### src/rtl/stopwatch_bcd.sv
// MM:SS BCD stopwatch advanced by rising edges of a divided tick level sampled in the clock_in domain.
// Optional lap display hold is compiled in with `define LAP_HOLD_EN (default build: hold absent).
module stopwatch_bcd #(
    parameter int TICKS_PER_SEC = 1,
    parameter int WRAP_MINUTES  = 60
) (
    input  logic       clock_in,
    input  logic       reset,
    input  logic       tick_in,
    input  logic       start_stop,
    input  logic       clear,
    input  logic       lap,
    output logic [3:0] sec_ones,
    output logic [3:0] sec_tens,
    output logic [3:0] min_ones,
    output logic [3:0] min_tens,
    output logic       running,
    output logic       rollover,
    output logic       lap_active
);
    typedef enum logic [1:0] {IDLE, RUN, PAUSE} state_t;

    localparam logic [7:0] PRESC_MAX = 8'(TICKS_PER_SEC - 1);
    localparam logic [3:0] WRAP_TENS = 4'((WRAP_MINUTES - 1) / 10);
    localparam logic [3:0] WRAP_ONES = 4'((WRAP_MINUTES - 1) % 10);

    state_t     state_q;
    logic       tick_q, running_q, rollover_q;
    logic [7:0] presc_q, presc_d;
    logic [3:0] sec_ones_q, sec_tens_q, min_ones_q, min_tens_q;
    logic [3:0] sec_ones_d, sec_tens_d, min_ones_d, min_tens_d;
    logic       rise, advance, wrap_d;

    assign rise    = tick_in & ~tick_q;
    assign advance = (state_q == RUN) && rise && (presc_q == PRESC_MAX);

    always_comb begin
        // NOTE: every output of this block gets a default first, so no path can infer a latch.
        presc_d    = presc_q;
        sec_ones_d = sec_ones_q;
        sec_tens_d = sec_tens_q;
        min_ones_d = min_ones_q;
        min_tens_d = min_tens_q;
        wrap_d     = 1'b0;
        if (state_q == RUN && rise) begin
            presc_d = (presc_q == PRESC_MAX) ? 8'd0 : presc_q + 8'd1;
        end
        if (advance) begin
            if (sec_ones_q != 4'd9) begin
                sec_ones_d = sec_ones_q + 4'd1;
            end else begin
                sec_ones_d = 4'd0;
                if (sec_tens_q != 4'd5) begin
                    sec_tens_d = sec_tens_q + 4'd1;
                end else begin
                    sec_tens_d = 4'd0;
                    // Minutes wrap at the configured modulus rather than at 99.
                    if (min_tens_q == WRAP_TENS && min_ones_q == WRAP_ONES) begin
                        min_ones_d = 4'd0;
                        min_tens_d = 4'd0;
                        wrap_d     = 1'b1;
                    end else if (min_ones_q == 4'd9) begin
                        min_ones_d = 4'd0;
                        min_tens_d = min_tens_q + 4'd1;
                    end else begin
                        min_ones_d = min_ones_q + 4'd1;
                    end
                end
            end
        end
    end

    // NOTE: state is updated with non-blocking assignments so every register sees pre-edge values.
    always_ff @(posedge clock_in) begin
        if (reset) begin
            state_q    <= IDLE;
            tick_q     <= 1'b0;
            presc_q    <= 8'd0;
            sec_ones_q <= 4'd0;
            sec_tens_q <= 4'd0;
            min_ones_q <= 4'd0;
            min_tens_q <= 4'd0;
            running_q  <= 1'b0;
            rollover_q <= 1'b0;
        end else begin
            tick_q <= tick_in;
            if (clear) begin
                state_q    <= IDLE;
                presc_q    <= 8'd0;
                sec_ones_q <= 4'd0;
                sec_tens_q <= 4'd0;
                min_ones_q <= 4'd0;
                min_tens_q <= 4'd0;
                running_q  <= 1'b0;
                rollover_q <= 1'b0;
            end else begin
                presc_q    <= presc_d;
                sec_ones_q <= sec_ones_d;
                sec_tens_q <= sec_tens_d;
                min_ones_q <= min_ones_d;
                min_tens_q <= min_tens_d;
                rollover_q <= wrap_d;
                if (start_stop) begin
                    case (state_q)
                        RUN: begin
                            state_q   <= PAUSE;
                            running_q <= 1'b0;
                        end
                        default: begin
                            state_q   <= RUN;
                            running_q <= 1'b1;
                        end
                    endcase
                end
            end
        end
    end

    assign running  = running_q;
    assign rollover = rollover_q;

`ifdef LAP_HOLD_EN
    logic       hold_q;
    logic [3:0] snap_so_q, snap_st_q, snap_mo_q, snap_mt_q;
    logic       lap_ok;

    assign lap_ok = lap && !clear && (state_q != IDLE);

    always_ff @(posedge clock_in) begin
        if (reset || clear) begin
            hold_q <= 1'b0;
        end else if (lap_ok) begin
            hold_q <= ~hold_q;
        end
    end

    // NOTE: the snapshot is not reset; it is only ever shown after being loaded while hold_q is set.
    always_ff @(posedge clock_in) begin
        if (!reset && lap_ok && !hold_q) begin
            snap_so_q <= sec_ones_q;
            snap_st_q <= sec_tens_q;
            snap_mo_q <= min_ones_q;
            snap_mt_q <= min_tens_q;
        end
    end

    assign sec_ones   = hold_q ? snap_so_q : sec_ones_q;
    assign sec_tens   = hold_q ? snap_st_q : sec_tens_q;
    assign min_ones   = hold_q ? snap_mo_q : min_ones_q;
    assign min_tens   = hold_q ? snap_mt_q : min_tens_q;
    assign lap_active = hold_q;
`else
    logic unused_lap;

    assign unused_lap = lap;
    assign sec_ones   = sec_ones_q;
    assign sec_tens   = sec_tens_q;
    assign min_ones   = min_ones_q;
    assign min_tens   = min_tens_q;
    assign lap_active = 1'b0;
`endif

endmodule

### config.mk
export PLATFORM = sky130hd
export DESIGN_NAME = stopwatch_bcd
export DESIGN_NICKNAME = d
export VERILOG_FILES = /design/src/rtl/stopwatch_bcd.sv
export SDC_FILE = /design/constraint.sdc
export NUM_CORES = 1
export LEC_CHECK = 0
export ABC_AREA = 1
export BUFFER_PORTS_ARGS = -buffer_cell sky130_fd_sc_hd__buf_2
export CORE_MARGIN = 3
export CORE_UTILIZATION = 45
export CTS_CLUSTER_SIZE = 14
export DETAILED_ROUTE_END_ITERATION = 10
export PLACE_DENSITY = 0.7
export SYNTH_ARGS = -nofsm -noshare
export SYNTH_HDL_FRONTEND = slang
export SYNTH_SLANG_ARGS = --single-unit
### constraint.sdc
create_clock -name clock_in -period 1.18 [get_ports clock_in]
set_input_delay 0.177 -clock clock_in [delete_from_list [all_inputs] [get_ports clock_in]]
set_output_delay 0.177 -clock clock_in [all_outputs]
set_load 0.02 [all_outputs]
Yosys cells after proc, flatten, opt, wreduce, memory -nomap -nowiden
Cells that the tools add are included.
{"block": "totals", "regBits": 29, "latch_bits": 0, "ramBits": 0, "rom_bits": 0, "input_bits": 6, "word_cells": 44, "n_memories": 0}
{"block": "op_classes", "n_addsub": 5, "mul": 0, "div": 0, "n_lt_le_gt_ge": 0, "eq_ne": 5, "shift": 0, "muxes": 10, "n_bitwise": 5, "n_reduce_logical": 10}
{"cell": "$mux W4", "n": 6}
{"cell": "$add A4 B1 Y4 const B", "n": 4}
{"cell": "$add A8 B1 Y8 const B", "n": 1}
{"cell": "$logic_not A8 Y1", "n": 1}
{"cell": "$mux W8", "n": 1}
{"cell": "$reduce_or A5 Y1", "n": 1}
{"cell": "$eq A4 B3 Y1 const B", "n": 1}
{"cell": "$eq A4 B4 Y1 const B", "n": 1}
{"cell": "$ne A4 B3 Y1 const B", "n": 1}
{"cell": "$ne A4 B4 Y1 const B", "n": 1}
{"cell": "$not A1 Y1", "n": 4}
{"cell": "$reduce_and A4 Y1", "n": 1}
{"cell": "$logic_and A1 B1 Y1", "n": 3}
{"cell": "$reduce_and A3 Y1", "n": 1}
{"cell": "$eq A2 B1 Y1 const B", "n": 1}
{"cell": "$mux W1", "n": 2}
{"cell": "$mux W2", "n": 1}
{"cell": "$reduce_and A2 Y1", "n": 1}
{"cell": "$reduce_bool A2 Y1", "n": 1}
{"cell": "$reduce_or A2 Y1", "n": 1}
{"cell": "$and A1 B1 Y1", "n": 1}

Logic depth before layout (Yosys ltp)
{"block": "logic_depth", "ltp_word": 6, "depth_mapped": 9, "mapped_depth_nobuf": 9}

Worst setup path before layout
No wires, ideal clock.
{"block": "synth_timing", "kind": "reg2reg", "start": "reg min_ones_q[0] (netlist: min_ones[0])", "end": "reg min_tens_q[1] (netlist: min_tens[1])", "setup_time_ps": 116, "t_arrival_ps": 1341, "t_required_ps": 1064, "path_slack_ps": -277, "path_stages_with_launch": 7, "period_less_slack_ps": 1457, "path_cell_list": "dfxtp_1 > ha_1 > nand3b_4 > nor2_2 > nand4_2 > o21ai_0 > nor2_1"}
{"block": "synth_via", "elab_chain_cells": 4, "word_cells_on_any_way": 5, "cone_classes": "eq/ne (1); mux (1); reduce/logical (3)"}
{"element": "start, declared", "line": "30", "text": "logic [3:0] sec_ones_q, sec_tens_q, min_ones_q, min_tens_q;"}
{"element": "start signal, assigned", "line": "100", "text": "min_ones_q <= min_ones_d;"}
{"element": "$eq A4 B4 Y1 *", "line": "58, 62"}
{"element": "$logic_and A1 B1 Y1", "line": "58", "text": "if (min_tens_q == WRAP_TENS && min_ones_q == WRAP_ONES) begin"}
{"element": "$reduce_bool A2 Y1 (no line)"}
{"element": "$reduce_and A4 Y1 (no line)"}
{"element": "end signal, assigned", "line": "101", "text": "min_tens_q <= min_tens_d;"}
{"element": "end, declared", "line": "30"}
Mark *: on every way between the ends. The rest lies on a longest branch, timed or not.
A chain may end at the register's enable or synchronous reset.

Worst setup path in the final report
{"block": "layout_timing", "start": "reg presc_q[0]", "end": "reg sec_ones_q[3] (netlist: sec_ones[3])"}
{"block": "layout_via", "elab_chain_cells": 2}
{"element": "start, declared", "line": "29", "text": "logic [7:0] presc_q, presc_d;"}
{"element": "start signal, assigned", "line": "97", "text": "presc_q <= presc_d;"}
{"element": "$logic_not A8 Y1", "line": "35", "text": "assign advance = (state_q == RUN) && rise && (presc_q == PRESC_MAX);"}
{"element": "$logic_and A1 B1 Y1", "line": "35"}
{"element": "end signal, assigned", "line": "98", "text": "sec_ones_q <= sec_ones_d;"}
{"element": "end, declared", "line": "30"}
Every way passes these cells.

==> impl_metrics.py <==
metrics = {
    "outcome": {
        "status": "finished, violations left",
        "violations": "negative setup slack",
    },
    "route": {
        "drc": 0,
        "viasPerCell": 4.699,
        "met1_length_mm": 1.585,
        "routedWlPerCell_um": 11.24,
        "via_count": 1499,
        "dr.pass1.iters": 4,
        "routed-wl-met3_um": 108,
        "wl_met2_mm": 1.868,
        "drt_iter0_drc": 66,
        "ant_nets": 0,
        "wl_mm": 3.584,
        "highest_layer": "met4",
    },
    "power_and_ir_drop": {
        "p_leak_nw": 1.018,
        "peakVddDrop_v": 0.0006739,
        "finalPower_mw": 1.468,
        "power_density_nw_per_um2": 635.1,
    },
    "floorplan": {
        "coreArea_um2": 3153,
        "rows": 20,
        "ios": 25,
        "die_width_um": 64.24,
        "initial_utilization": 0.4841,
        "fp.dieH_um": 64.24,
        "dieArea_um2": 4127,
    },
    "cells_and_area": {
        "regArea_um2": 596.8,
        "layout.nets": 288,
        "multi_input_area_um2": 996.0,
        "nFillCells": 252,
        "n_antenna_cell": 0,
        "syn_to_final_growth_pct": 51.39,
        "drive_above_1_share": 0.5273,
    },
    "clock_tree": {
        "cts-htree-levels": 1,
        "cts_sinks": 28,
        "clk_latency_ps": 330,
        "cts_made_buffers": 3,
        "clkTransAtPathRegs_ps": 140,
        "cts_tree": "done",
        "cts_root_buffer": "clkbuf_4",
        "max-clock-path-buffers": 2,
    },
    "synthesis": {
        "yosysUniqueCellTypes": 33,
        "synth_flop_cell": "dfxtp_1",
        "mappedNetlistArea_um2": 1526,
        "ys_seq_area_frac": 0.3672,
        "ys_ff_latch": 28,
        "post_synth.cell_area_avg_um2": 7.410,
        "syn_nets": 218,
        "synth_edf_count": 0,
        "synthCells": 206,
        "async_flop_share": 0,
        "ys_warn_count": 0,
    },
    "timing": {
        "timing.fmax_mhz": 773.4,
        "fin_crit_ps": 1293,
        "setup_viol": 24,
        "finalMaxSlewViolations": 0,
        "finalHoldViolations": 0,
        "rsz0062_at_grt": "true",
        "period_share": 1.096,
        "setup_ws_ps": -113.0,
        "clock-skew-final_ps": 3.680,
    },
    "setup_path": {
        "cp.required_ps": 1420,
        "crit_path_start_kind": "flop",
        "r2r_start": "presc_q[0]",
        "crit_path_end_kind": "flop",
        "startpoint": "presc_q[0]",
        "critPathMaxFanout": 5,
        "path_class": "reg2reg",
        "cp_data_arrival_time_ps": 1530,
    },
    "placement": {
        "pre_cts_ws_ps": -129.5,
        "gp_congestion": 0.7377,
        "dp_hpwl_mm": 2.478,
        "numPortBuffers": 22,
    },
    "global_route": {
        "overflow": 0,
        "grt_max_degree": 16,
        "grt_usage": 0.1768,
        "antenna_found_initial": 0,
        "grt_pass1_vias": 1388,
        "grt_pass1_wl_mm": 5.865,
    },
    "job": {
        "max_cap_viol_count": 0,
    },
    "worst_hold_path": {
        "hold_class": "in2reg",
        "hp-start": "tick_in",
    },
}
==> cell families (layout without fill, tap and decap cells) <==
| logic type | after synthesis | after routing | synth area share |
|---|---|---|---|
| buf+inv | 32 | 101 | 0.08770 |
| compound gates | 25 | 25 | 0.09673 |
| flops | 28 | 28 | 0.3672 |
| simple gates | 106 | 106 | 0.3508 |
| fa+ha+maj | 6 | 6 | 0.04918 |
| other cells | 1 | 1 | 0.002457 |
| xor+xnor | 8 | 8 | 0.04590 |
==> critical path: stages (launching register included) <==
cell	delay, ps
dfxtp_2	360
inv_2	70
ha_4	130
nand2_4	60
nor2_8	130
nand2_2	130
nor2_2	120
xor2_1	150
nor2_1	50
==> worst paths after layout <==
kind	endpoint	slack, ps	depth (start not counted)
setup / recovery	sec_ones[3]	-110	8
hold / removal	tick_q	50	3
setup reg to reg	sec_ones[3]	-110	8
hold reg to reg	sec_ones[2]	460	2
==> registers in the layout (all words and copies together), names as in the netlist <==
signal,cells
presc_q,8
sec_ones,4
rollover,1
sec_tens,4
min_tens,4
min_ones,4
tick_q,1
state_q,2
==> per-layer routing <==
layer,track usage,vias up
met2,0.3170,25
met4,0.04485,0
met5,0,-
met3,0.03691,2
met1,0.2129,688
li1,-,784
==> per-stage QoR <==
step / std cells / utilization / TNS, ps / hold WS, ps / cell area [um^2]
finish: 319 / 0.7329 / -1907 / 49.12 / 2311
global route: 319 / 0.7329 / -4185 / 65.05 / 2311
CTS: 316 / 0.7056 / -1858 / 26.01 / 2225
detailed placement: 307 / 0.6567 / -1190 / 352.6 / 2071
global placement: 307 / 0.6567 / -739.9 / 347.1 / 2071
floorplan: 206 / - / -80.43 / 248.2 / 1640
==> layout make-up <==
class	instances	share of cell area
inverters	28	0.04764
clock buffers	4	0.01137
multi-input cells	146	0.4310
flip-flops and latches	28	0.2583
well taps	44	0.02382
repair buffers	69	0.2279
==> synth_stat cells (3+ instances only) <==
cell type	instances	share of area
nor2_1	32	0.079
dfxtp_1	28	0.37
a21oi_1	14	0.046
xor2_1	6	0.034
nand3_1	10	0.033
o21ai_2	3	0.017
nand2_1	42	0.10
ha_1	6	0.049
inv_1	25	0.061
nand2_2	4	0.016
o21ai_0	4	0.013
nor2_2	3	0.012
==> cells in the final DEF (no fill, tap or decap), types with 2 or more instances in the layout <==
cell type	n
nand2_1	37
ha_1	3
a21oi_1	11
nor2_4	5
o21ai_2	4
nand2_2	6
nand3_4	2
o21ai_0	3
buf_6	11
dfxtp_2	14
clkbuf_4	3
inv_1	20
nand2_4	3
buf_4	43
nand3_2	5
nor3_2	2
a21oi_2	3
xor2_1	6
nor2_1	24
inv_2	7
buf_2	14
xnor2_1	2
nand3b_1	2
ha_4	3
dfxtp_1	9
dfxtp_4	5
nor2_2	8
nand4_1	2
nand3_1	5
==> power by group <==
part,switching (mW),internal [mW],leakage [nW]
Combinational,0.0641,0.0455,0.766
Sequential,0.00265,0.941,0.237
Clock,0.282,0.133,0.0150
==> timing repair <==
| item | in CTS | in global routing |
|---|---|---|
| setup endpoints to repair | 28 | 33 |
| hold buffers | 1 | 0 |
| buffers inserted | 4 | 3 |
| hold endpoints to repair | 1 | 0 |
| gates resized for setup | 24 | 23 |
| pin swaps | 7 | 3 |
No activity file was read; power rests on OpenSTA's default activity.
